--- config.mk ---
export PLATFORM = sky130hd
export DESIGN_NAME = bin2bcd_seq
export DESIGN_NICKNAME = d
export VERILOG_FILES = /design/src/rtl/bin2bcd_seq.sv
export SDC_FILE = /design/constraint.sdc
export NUM_CORES = 1
export LEC_CHECK = 0
export CORE_ASPECT_RATIO = 1.1
export CORE_MARGIN = 2
export CORE_UTILIZATION = 31
export CTS_CLUSTER_SIZE = 14
export DETAILED_ROUTE_END_ITERATION = 16
export GPL_ROUTABILITY_DRIVEN = 1
export PLACE_DENSITY_LB_ADDON = 0.3
export RECOVER_POWER = 100
export SETUP_SLACK_MARGIN = 0.4
export SYNTH_ARGS = -nofsm -noshare
export SYNTH_HDL_FRONTEND = slang
export SYNTH_SLANG_ARGS = --single-unit
--- constraint.sdc ---
create_clock -name clk -period 2.9 [get_ports clk]
set_clock_uncertainty 0.15 [all_clocks]
set_input_delay 0.58 -clock clk [delete_from_list [all_inputs] [get_ports clk]]
set_output_delay 0.58 -clock clk [all_outputs]
set_load 0.02 [all_outputs]
--- src/rtl/bin2bcd_seq.sv ---
// Sequential double-dabble binary-to-BCD converter: one shift per clock, 4-digit result plus overflow flag.
// Build option: define BIN2BCD_SAT_EN to saturate bcd at 16'h9999 on overflow instead of wrapping mod 10000.
module bin2bcd_seq #(
  parameter int BIN_W = 14
) (
  input  logic             clk,
  input  logic             rst,
  input  logic             start,
  input  logic [BIN_W-1:0] bin,
  output logic             busy,
  output logic             done,
  output logic [15:0]      bcd,
  output logic             ovf
);

  localparam int CW = $clog2(BIN_W + 1);

  localparam logic [1:0] IDLE  = 2'd0;
  localparam logic [1:0] SHIFT = 2'd1;
  localparam logic [1:0] DONE  = 2'd2;

  logic [1:0]       state;
  logic [BIN_W-1:0] opnd;
  logic [16:0]      scr;
  logic [15:0]      scr_adj;
  logic [CW-1:0]    cnt;

  // Digits never exceed 9 before adjustment, so +3 cannot carry between digits.
  always_comb begin
    scr_adj = scr[15:0];
    for (int unsigned d = 0; d < 4; d++) begin
      if (scr[4*d +: 4] >= 4'd5) begin
        scr_adj[4*d +: 4] = scr[4*d +: 4] + 4'd3;
      end
    end
  end

  always_ff @(posedge clk) begin
    if (rst) begin
      state <= IDLE;
      opnd  <= '0;
      scr   <= '0;
      cnt   <= '0;
      done  <= 1'b0;
      bcd   <= '0;
      ovf   <= 1'b0;
    end else begin
      done <= 1'b0;
      case (state)
        IDLE: begin
          if (start) begin
            opnd  <= bin;
            scr   <= '0;
            cnt   <= '0;
            state <= SHIFT;
          end
        end
        SHIFT: begin
          // Adjusted scratch and operand shift as one register; operand MSB enters units.
          scr  <= {scr_adj, opnd[BIN_W-1]};
          opnd <= {opnd[BIN_W-2:0], 1'b0};
          cnt  <= cnt + 1'b1;
          if (cnt == CW'(BIN_W - 1)) begin
            state <= DONE;
          end
        end
        DONE: begin
          ovf  <= scr[16];
`ifdef BIN2BCD_SAT_EN
          bcd  <= scr[16] ? 16'h9999 : scr[15:0];
`else
          bcd  <= scr[15:0];
`endif
          done  <= 1'b1;
          state <= IDLE;
        end
        default: state <= IDLE;
      endcase
    end
  end

  assign busy = (state != IDLE);

endmodule

==> results of run 1 <==
-- cell type report --
cell class | instances | share of cell area (%)
Timing Repair Buffer | 43 | 13.2
Clock inverter | 1 | 0.989
Clock buffer | 6 | 2.39
Inverter | 16 | 1.98
Sequential cell | 55 | 36.3
Tap cell | 108 | 4.45
Multi-Input combinational cell | 203 | 40.7
-- cell usage after synthesis --
| library cell | n |
|---|---|
| a2111oi_0 | 4 |
| a21o_1 | 1 |
| a21oi_1 | 40 |
| a222oi_1 | 2 |
| a22o_1 | 14 |
| a22oi_1 | 3 |
| a31oi_1 | 1 |
| buf_1 | 1 |
| buf_2 | 10 |
| buf_4 | 1 |
| buf_6 | 3 |
| clkbuf_1 | 4 |
| dfxtp_1 | 55 |
| ha_1 | 10 |
| inv_1 | 16 |
| mux2_2 | 1 |
| mux2i_1 | 4 |
| nand2_1 | 38 |
| nand2b_1 | 6 |
| nand3_1 | 7 |
| nor2_1 | 32 |
| nor2b_1 | 6 |
| nor2b_4 | 1 |
| nor3_1 | 5 |
| nor3b_4 | 1 |
| o21ai_0 | 10 |
| o21bai_4 | 1 |
| o221a_2 | 5 |
| o31ai_1 | 1 |
| or2_2 | 1 |
| or3_1 | 1 |
| xnor2_1 | 4 |
| xor2_1 | 4 |
-- worst paths after layout --
check,startpoint,endpoint,slack [ps],cells after the start
hold reg to reg,bcd[8],bcd[8],300,2
setup / recovery,rst,opnd[2],410,4
setup reg to reg,state[0],cnt[3],650,5
hold / removal,bcd[8],bcd[8],300,2
-- per-layer routing --
layer  wire (um)  vias to the layer above  GRT usage (%)
met5           0                        -              0
met4          33                        0           2.49
met3         211                        4           3.55
met2        2260                       40           18.7
met1        2510                      915           15.3
li1            -                     1063              -
-- sequential cells by signal, summed over array words and instances, names as in the netlist --
register	cells
scr	17
bcd	16
opnd	14
cnt	4
state	2
done	1
ovf	1
-- worst register-to-register path, cell delays in order (launching register included) --
cell and delay (ps):
dfxtp_1 330, clkbuf_1 570, nand2b_1 360, buf_4 270, or3_1 340, a31oi_1 160
-- power groups by stage --
stage / sequential (uW) / clock [uW] / combinational [uW]
finish: 796 / 490 / 143
floorplan: 809 / 0 / 100
CTS: 796 / 505 / 148
global route: 799 / 538 / 159
global placement: 813 / 0 / 146
detailed placement: 813 / 0 / 148
-- through the flow --
stage	util [%]	instances	hold WS [ps]	setup slack (ps)	power [uW]
after detailed placement	37.4	425	300	675	961
after CTS	38.7	432	314	662	1450
final	38.6	432	305	405	1430
after floorplan	-	293	282	1330	909
after global placement	37.4	425	296	659	959
after global routing	38.6	432	325	324	1500
-- cell families after synthesis --
group | share of synthesized area, %
mux | 2.05
simple gates | 17.7
flops | 43.9
compound gates | 21.8
xor+xnor | 2.79
fa+ha+maj | 4.99
buf+inv | 6.79
==> impl_results.md, run 1 <==
- Area used by multi-input combinational logic: 1240 um2
- CTS Buf Count: 5
- Pre-antenna DRT Iters: 4
- Commonest non-fill, non-tap cell in the layout: dfxtp_1
- Share of cells above drive strength 1: 6.79%
- P_leak: around 0.0012 uW
- Worst-path maximum fanout: 22
- Largest stage delay, worst path: around 760 ps
- Setup Crit Path Kind: primary input to flop
- Clock sinks: 55
- Clock Pin Slew Worst Setup and Hold Paths: approximately 90 ps
- # port buffers: 35
- Crit-path cells: clkdlybuf4s50_1, clkbuf_1, clkbuf_2, o21ai_0
- Clock power share: between 30 and 40%
- Hold Buf Count CTS: 0
- Commonest non-fill, non-tap cells in the layout: dfxtp_1, a21oi_1, nand2_1
- Worst-Margin Slew: between 1000 and 1500 ps
- Cell Pwr Density: around 470 nW/um2
- Clock Latency Late Sink: 300 ps
- Syn nets: 320
- # IOs: 36
- Initial antenna violation count: 0
- CP bufs+invs: 3
- FF+latch area: 1100 um2
- TritonCTS clock tree: built
- GR Util All Layers: 11.5%
- Clock Tree Buf Depth: 2
- Fin nets: between 300 and 400
- Placement Rows: 34
- Int Power: 1100 uW
- Sequential share of power: 55.7%
- Final Slew Violations: 0
- Final period utilization: 86.0%
- Mapped Avg Cell Area: 8.56 um2
- # DRC: 0
- Initial Utilization: 31.9%
- First-pass GRT wire length: 8.59 mm
- Hold Crit Class: flop to flop
- Post-route cell area: 3040 um2
- Critical path's slowest cell: clkbuf_1
- Hpwl dp: 3.48 mm
- CP arrival: 2520 ps
- Total negative slack: 0 ps
- Routed WL: approximately 5 mm
- Combinational fraction of design power: 10.0%
- Outcome: finished clean
- # setup viols final: 0
- ANT nets after route: 0
- RSZ-0062 raised after global routing: false
- Setup bufs post-CTS: 0
- CTS HTree Levels: 2
- Inserted Diodes: 0
- CP Launch Type: primary input
- Core area: a little under 8000 um2
- GR Overflow Total: 0
- Synth top area share: roughly 44%
- Vias in the first global route: 1864
- Post-synth top area cell: dfxtp_1
- CTS root buf: clkbuf_8
- Initial drt markers: 67
- Fmax: approximately 400 MHz
- Via count: 2022
- Sw frac: 23.3%
- Post-CTS sizing: 0
- Vias per std cell: ~4.7
- Area Growth Syn to Fin: 21.1%
- Final min period: 2490 ps
- Max transition margin: 32.0%
- Fill count: 792
- Routed len/inst: about 12 um
- Dominant cells by area after synthesis: dfxtp_1, a21oi_1, nand2_1, ha_1, a22o_1
- Worst setup EP type: flop
- Sequential area share after synthesis: roughly 44%
- Die Area: between 8000 and 9000 um2
- Synth cell types: 33
- Yosys warns: 0
- GPL Wtd Cong: roughly 0.77
- Worst vdd ir: 238 uV
- Die height: 98.3 um
- Synth Instances: 293
- Post-Syn Area: 2510 um2
- Chip Width: 89.8 um
- Final Hold Fails: 0
- #FFs+latches synth: 55
- P_sw: 333 uW
- CP top delay family: buffers and inverters
- Max_cap viols: 0
- Placed instance area: 2940 um2
- Largest net degree at the start of global routing: 25
- Worst Path Required: ~3000 ps
Note: power is estimated with default switching activity, not from simulation.
==> run 2, diff against run 1 <==
Clock period 2.9 ns to 2.8 ns, I/O delays scaled along.
==> run 2 against run 1 <==
  * Utilization rose by 0.079 points
  * Combinational power is 8% higher
  * Design area is 0.21% higher
  * Critical path depth decreased by 2
  * Critical path type is now flop to primary output
==> impl_results.md, run 2 (synthesis gave the netlist of run 1 again) <==
- Outcome: finished clean (unchanged)
- Worst setup EP type: primary output (was flop)
- Dpl ws: 400 ps (was 675 ps)
- M3 GR Usage: 2.78% (was 3.55%)
- Routed WL: 5.23 mm (was 5.02 mm)
- Clock power share: 32.0% (was 34.3%)
- Max transition margin: 47.7% (was 32.0%)
- Initial drt markers: 75 (was 67)
- Hold Buf Count CTS: 0 (unchanged)
- Final period utilization: 83.4%
- Grt met1 use: 15.7% (was 15.3%)
- Worst Path Required: 2090 ps (was 2930 ps)
- Final setup margin: 465 ps (was 405 ps)
- CTS root buf: clkbuf_8 (unchanged)
- Post-CTS sizing: 0 (unchanged)
- First-pass GRT wire length: 8.85 mm (was 8.59 mm)
- Max_cap viols: 0 (unchanged)
- Final Slew Violations: 0 (unchanged)
- CP top delay family: buffers and inverters (unchanged)
- GR Overflow Total: 0 (unchanged)
- Clock Latency Late Sink: 310 ps (was 300 ps)
- Initial antenna violation count: 0 (unchanged)
- Via count: 2095 (was 2022)
- Fmax: 428 MHz
- Clock Tree Buf Depth: 2 (unchanged)
- Worst-path maximum fanout: 2 (was 22)
- CP bufs+invs: 1 (was 3)
- Final min period: 2330 ps
- Top Registers: scr x17, bcd x16, opnd x14 (unchanged)
- Vias in the first global route: 1959 (was 1864)
- Largest stage delay, worst path: 660 ps (was 760 ps)
- Post-route cell area: 3040 um2 (about the same)
- Chip Width: 89.8 um (unchanged)
- Crit-path cells: or2_2, dlygate4sd3_1 (was clkdlybuf4s50_1, clkbuf_1, clkbuf_2, o21ai_0)
- Worst-Margin Slew: 785 ps (was 1020 ps)
- Commonest non-fill, non-tap cell in the layout: dfxtp_1 (unchanged)
- GPL Wtd Cong: 0.766 (was 0.773)
- # port buffers: 35 (unchanged)
- RSZ-0062 raised after global routing: false (unchanged)
- Core area: 7870 um2 (unchanged)
- Sequential share of power: 57.3% (was 55.7%)
- Largest net degree at the start of global routing: 29 (was 25)
- Die Area: 8820 um2 (unchanged)
- P_sw: 362 uW (was 333 uW)
- Fin nets: 353 (was 351)
- GR Util All Layers: 12.0% (was 11.5%)
- Hpwl dp: 3.61 mm (was 3.48 mm)
- Most Used Layer, Global Route: met2 (unchanged)
- Placed instance area: 2960 um2 (was 2940 um2)
- Placement Rows: 34 (unchanged)
- Share of cells above drive strength 1: 7.34% (was 6.79%)
- Routed len/inst: 12.0 um (was 11.6 um)
- CTS Buf Count: 5 (unchanged)
- ANT nets after route: 0 (unchanged)
- Combinational fraction of design power: 10.7% (was 10.0%)
- Fill count: 815 (was 792)
- TritonCTS clock tree: built (unchanged)
- Sw frac: 25.1% (was 23.3%)
- Vias per std cell: 4.82 (was 4.68)
- Biggest register: scr (unchanged)
- Setup Crit Path Kind: flop to primary output (was primary input to flop)
- Inserted Diodes: 0 (unchanged)
- Int Power: 1080 uW (was 1100 uW)
- Final Hold Fails: 0 (unchanged)
- Worst vdd ir: 205 uV (was 238 uV)
- # setup viols final: 0 (unchanged)
- R2R Setup Slk: 570 ps (was 650 ps)
- Clock sinks: 55 (unchanged)
- Cell Pwr Density: 473 nW/um2 (was 471 nW/um2)
- CP arrival: 1620 ps (was 2520 ps)
- Clock Pin Slew Worst Setup and Hold Paths: 100 ps (was 90 ps)
- Pre-antenna DRT Iters: 4 (unchanged)
- Area Growth Syn to Fin: 21.3% (was 21.1%)
- Met2 GRT Util: 19.6% (was 18.7%)
- Commonest non-fill, non-tap cells in the layout: dfxtp_1, a21oi_1, nand2_1 (unchanged)
- Max reg flops: 17 (unchanged)
- Initial Utilization: 31.9% (unchanged)
- Critical path's slowest cell: dlygate4sd3_1 (was clkbuf_1)
- CTS HTree Levels: 2 (unchanged)
- Die height: 98.3 um (unchanged)
- Setup bufs post-CTS: 0 (unchanged)
- # DRC: 0 (unchanged)
- CP Launch Type: flop (was primary input)
- Worst hold slack: 306 ps (was 305 ps)
- Total negative slack: 0 ps (unchanged)
- # IOs: 36 (unchanged)
- Hold Crit Class: flop to flop (unchanged)
- P_leak: 0.00119 uW (about the same)
-- run 2: cell types whose count changed in the layout (fill, tap and decap cells not counted), sizes merged --
cell           delta
buf               +2
bufinv            -1
clkbuf            +1
clkdlybuf4s50     -1
clkinv            +1
dlygate4sd3       +1
-- run 2: final timing paths --
check	start	to	depth (start not counted)
hold reg to reg	bcd[6]	bcd[6]	2
setup reg to reg	state[0]	opnd[6]	5
hold / removal	bcd[6]	bcd[6]	2
setup / recovery	state[0]	busy	2
-- run 2: per-layer routing --
| layer | part of all wire [%] | wire length [um] |
|---|---|---|
| met4 | 1.2 | 65 |
| met5 | 0 | 0 |
| met3 | 3.7 | 193 |
| met1 | 50 | 2600 |
| met2 | 45 | 2380 |
-- run 2: area by class of cell --
class                   instances  area [um2]  area share (%)
clock buffers                   7        86.3            2.84
well taps                     108         135            4.44
clock inverters                 1        8.76           0.288
flip-flops and latches         55        1100            36.2
inverters                      16        60.1            1.97
repair buffers                 45         414            13.6
multi-input cells             203        1240            40.6
-- run 2: through the flow --
| stage | total power (uW) | util (%) | instances |
|---|---|---|---|
| final | 1440 | 38.6 | 435 |
| after global routing | 1500 | 38.6 | 435 |
| after CTS | 1460 | 38.8 | 435 |
| after detailed placement | 1000 | 37.6 | 427 |
| after global placement | 1000 | 37.6 | 427 |
| after floorplan | 941 | - | 293 |
-- run 2: worst reg2reg max path: cells and delay by family (launching register included) --
family	cells	cell delay, ps
AND/OR/NAND/NOR	1	480
AO/OA/AOI/OAI	2	290
buffers and inverters	2	920
flip-flops	1	330
-- run 2: power by group through the flow --
stage,sequential (uW),combinational [uW],clock (uW)
3_5_place_dp,842,161,0
4_1_cts,825,161,473
2_1_floorplan,837,104,0
6_report,825,154,460
5_1_grt,828,172,502
3_3_place_gp,842,157,0
==> run 3, diff against run 2 <==
Clock period 2.8 ns to 1.9 ns, I/O delays scaled along.
==> run 3 against run 2 <==
  * Non-clock buffer count increased by 11
  * Worst setup slack got worse by 190 ps
  * First-iteration DRC count grew 12%
  * Flip-flop and latch count unchanged
  * Highest routed layer unchanged
  * Critical endpoint unchanged
  * Die area stayed put
==> impl_results.md, run 3 (synthesis gave the netlist of run 1 again) <==
- Routed WL: 5.52 mm (was 5.23 mm)
- Clock sinks: 55 (unchanged)
- CP arrival: 1100 ps (was 1620 ps)
- Crit-path cells: or2_0, buf_6 (was or2_2, dlygate4sd3_1)
- ANT nets after route: 0 (unchanged)
- Fin nets: 364 (was 353)
- Commonest non-fill, non-tap cell in the layout: dfxtp_1 (unchanged)
- Worst Path Required: 1370 ps (was 2090 ps)
- Vias per std cell: 4.74 (was 4.82)
- CTS HTree Levels: 2 (unchanged)
- Share of cells above drive strength 1: 18.6% (was 7.34%)
- Max reg flops: 17 (unchanged)
- Final Hold Fails: 0 (unchanged)
- Initial Utilization: 31.9% (unchanged)
- Via count: 2114 (was 2095)
- GR Overflow Total: 0 (unchanged)
- Hold Buf Count CTS: 0 (unchanged)
- Clock Tree Buf Depth: 2 (unchanged)
- Placed insts: 436 (was 427)
- Total negative slack: 0 ps (unchanged)
- Clock Pin Slew Worst Setup and Hold Paths: 100 ps (about the same)
- # DRC: 0 (unchanged)
- Max_cap viols: 0 (unchanged)
- Outcome: finished clean (unchanged)
- Power Total: 2370 uW (was 1440 uW)
- Largest net degree at the start of global routing: 29 (unchanged)
- Placement Rows: 34 (unchanged)
- Worst setup EP type: primary output (unchanged)
- Clock Latency Late Sink: 310 ps (about the same)
- Commonest non-fill, non-tap cells in the layout: dfxtp_1, nand2_1, a21oi_1 (was dfxtp_1, a21oi_1, nand2_1)
- Initial antenna violation count: 0 (unchanged)
- CP Launch Type: flop (unchanged)
- CTS root buf: clkbuf_8 (unchanged)
- Final Slew Violations: 0 (unchanged)
- Critical path's slowest cell: dfxtp_1 (was dlygate4sd3_1)
- Area Growth Syn to Fin: 30.9% (was 21.3%)
- Final period utilization: between 80% and 90%
- Max transition margin: 76.1% (was 47.7%)
- Largest stage delay, worst path: 340 ps (was 660 ps)
- Die height: 98.3 um (unchanged)
- Inserted Diodes: 0 (unchanged)
- Worst-Margin Slew: 357 ps (was 785 ps)
- Post-route insts no fill: 446 (was 435)
- Final design utilization: 41.7% (was 38.6%)
- CTS Buf Count: 5 (unchanged)
- Worst vdd ir: 323 uV (was 205 uV)
- Vias in the first global route: 2052 (was 1959)
- # IOs: 36 (unchanged)
- Final min period: 1630 ps
- Hpwl dp: 3.73 mm (was 3.61 mm)
- Chip Width: 89.8 um (unchanged)
- RSZ-0062 raised after global routing: true (was false)
- Top Registers: scr x17, bcd x16, opnd x14 (unchanged)
- Setup Crit Path Kind: flop to primary output (unchanged)
- Cell Pwr Density: 724 nW/um2 (was 473 nW/um2)
- # port buffers: 35 (unchanged)
- Routed len/inst: 12.4 um (was 12.0 um)
- Hold Crit Class: flop to flop (unchanged)
- Worst-path maximum fanout: 2 (unchanged)
- Fmax: 615 MHz
- P_leak: 0.00121 uW (was 0.00119 uW)
- # setup viols final: 0 (unchanged)
- GR Util All Layers: 12.6% (was 12.0%)
- GPL Wtd Cong: 0.768 (was 0.766)
- Core area: 7870 um2 (unchanged)
- First-pass GRT wire length: 9.30 mm (was 8.85 mm)
- Die Area: 8820 um2 (unchanged)
- Initial drt markers: 84 (was 75)
- Biggest register: scr (unchanged)
- TritonCTS clock tree: built (unchanged)
- Pre-antenna DRT Iters: 4 (unchanged)
==> run 3: worst max-delay path: cells and delay by family (launching register included) <==
kind                   cells  cell delay [ps]
DFF                        1              340
and+or+nand+nor            1              290
buffers and inverters      1              160
==> run 3: cell type report <==
type,instances,area [um2]
Multi-Input combinational cell,203,1390
Clock buffer,6,72.6
Tap cell,108,135
Fill cell,801,4590
Clock inverter,2,60.1
Inverter,16,67.6
Sequential cell,55,1120
Timing Repair Buffer,56,437
==> run 3: path summary, 6_finish.rpt <==
path,start,endpoint,slack [ps],depth (start not counted)
setup / recovery,state[1],busy,270,2
hold / removal,bcd[8],bcd[8],310,2
setup reg to reg,state[1],scr[0],300,5
hold reg to reg,bcd[8],bcd[8],310,2
==> run 3: layer usage <==
layer | part of all wire (%) | vias to the layer above | global-route usage (%) | wire length [um]
li1 | - | 1094 | - | -
met4 | 0.87 | 0 | 3.20 | 48
met3 | 3.1 | 6 | 2.70 | 174
met2 | 46 | 42 | 22.0 | 2550
met5 | 0 | - | 0 | 0
met1 | 50 | 972 | 15.9 | 2750
==> run 3: timing repair <==
action / CTS / global route
endpoints found under the setup margin: 51 / 54
pin swaps: 2 / 10
setup buffers: 0 / 2
resized for setup: 51 / 70
==> run 3: stage by stage <==
stage / worst slack [ps] / area (um2) / hold slack, ps
3_5_place_dp: -108 / 3060 / 296
4_1_cts: 226 / 3220 / 311
3_3_place_gp: 1.79 / 3060 / 296
2_1_floorplan: 400 / 2510 / 282
6_report: 274 / 3280 / 307
5_1_grt: 187 / 3280 / 331
==> run 3: power by group <==
part / switching (uW) / total [uW] / internal, uW
sequential: 26.6 / 1210 / 1180
clock: 373 / 900 / 527
combinational: 135 / 266 / 131
total: 535 / 2370 / 1840
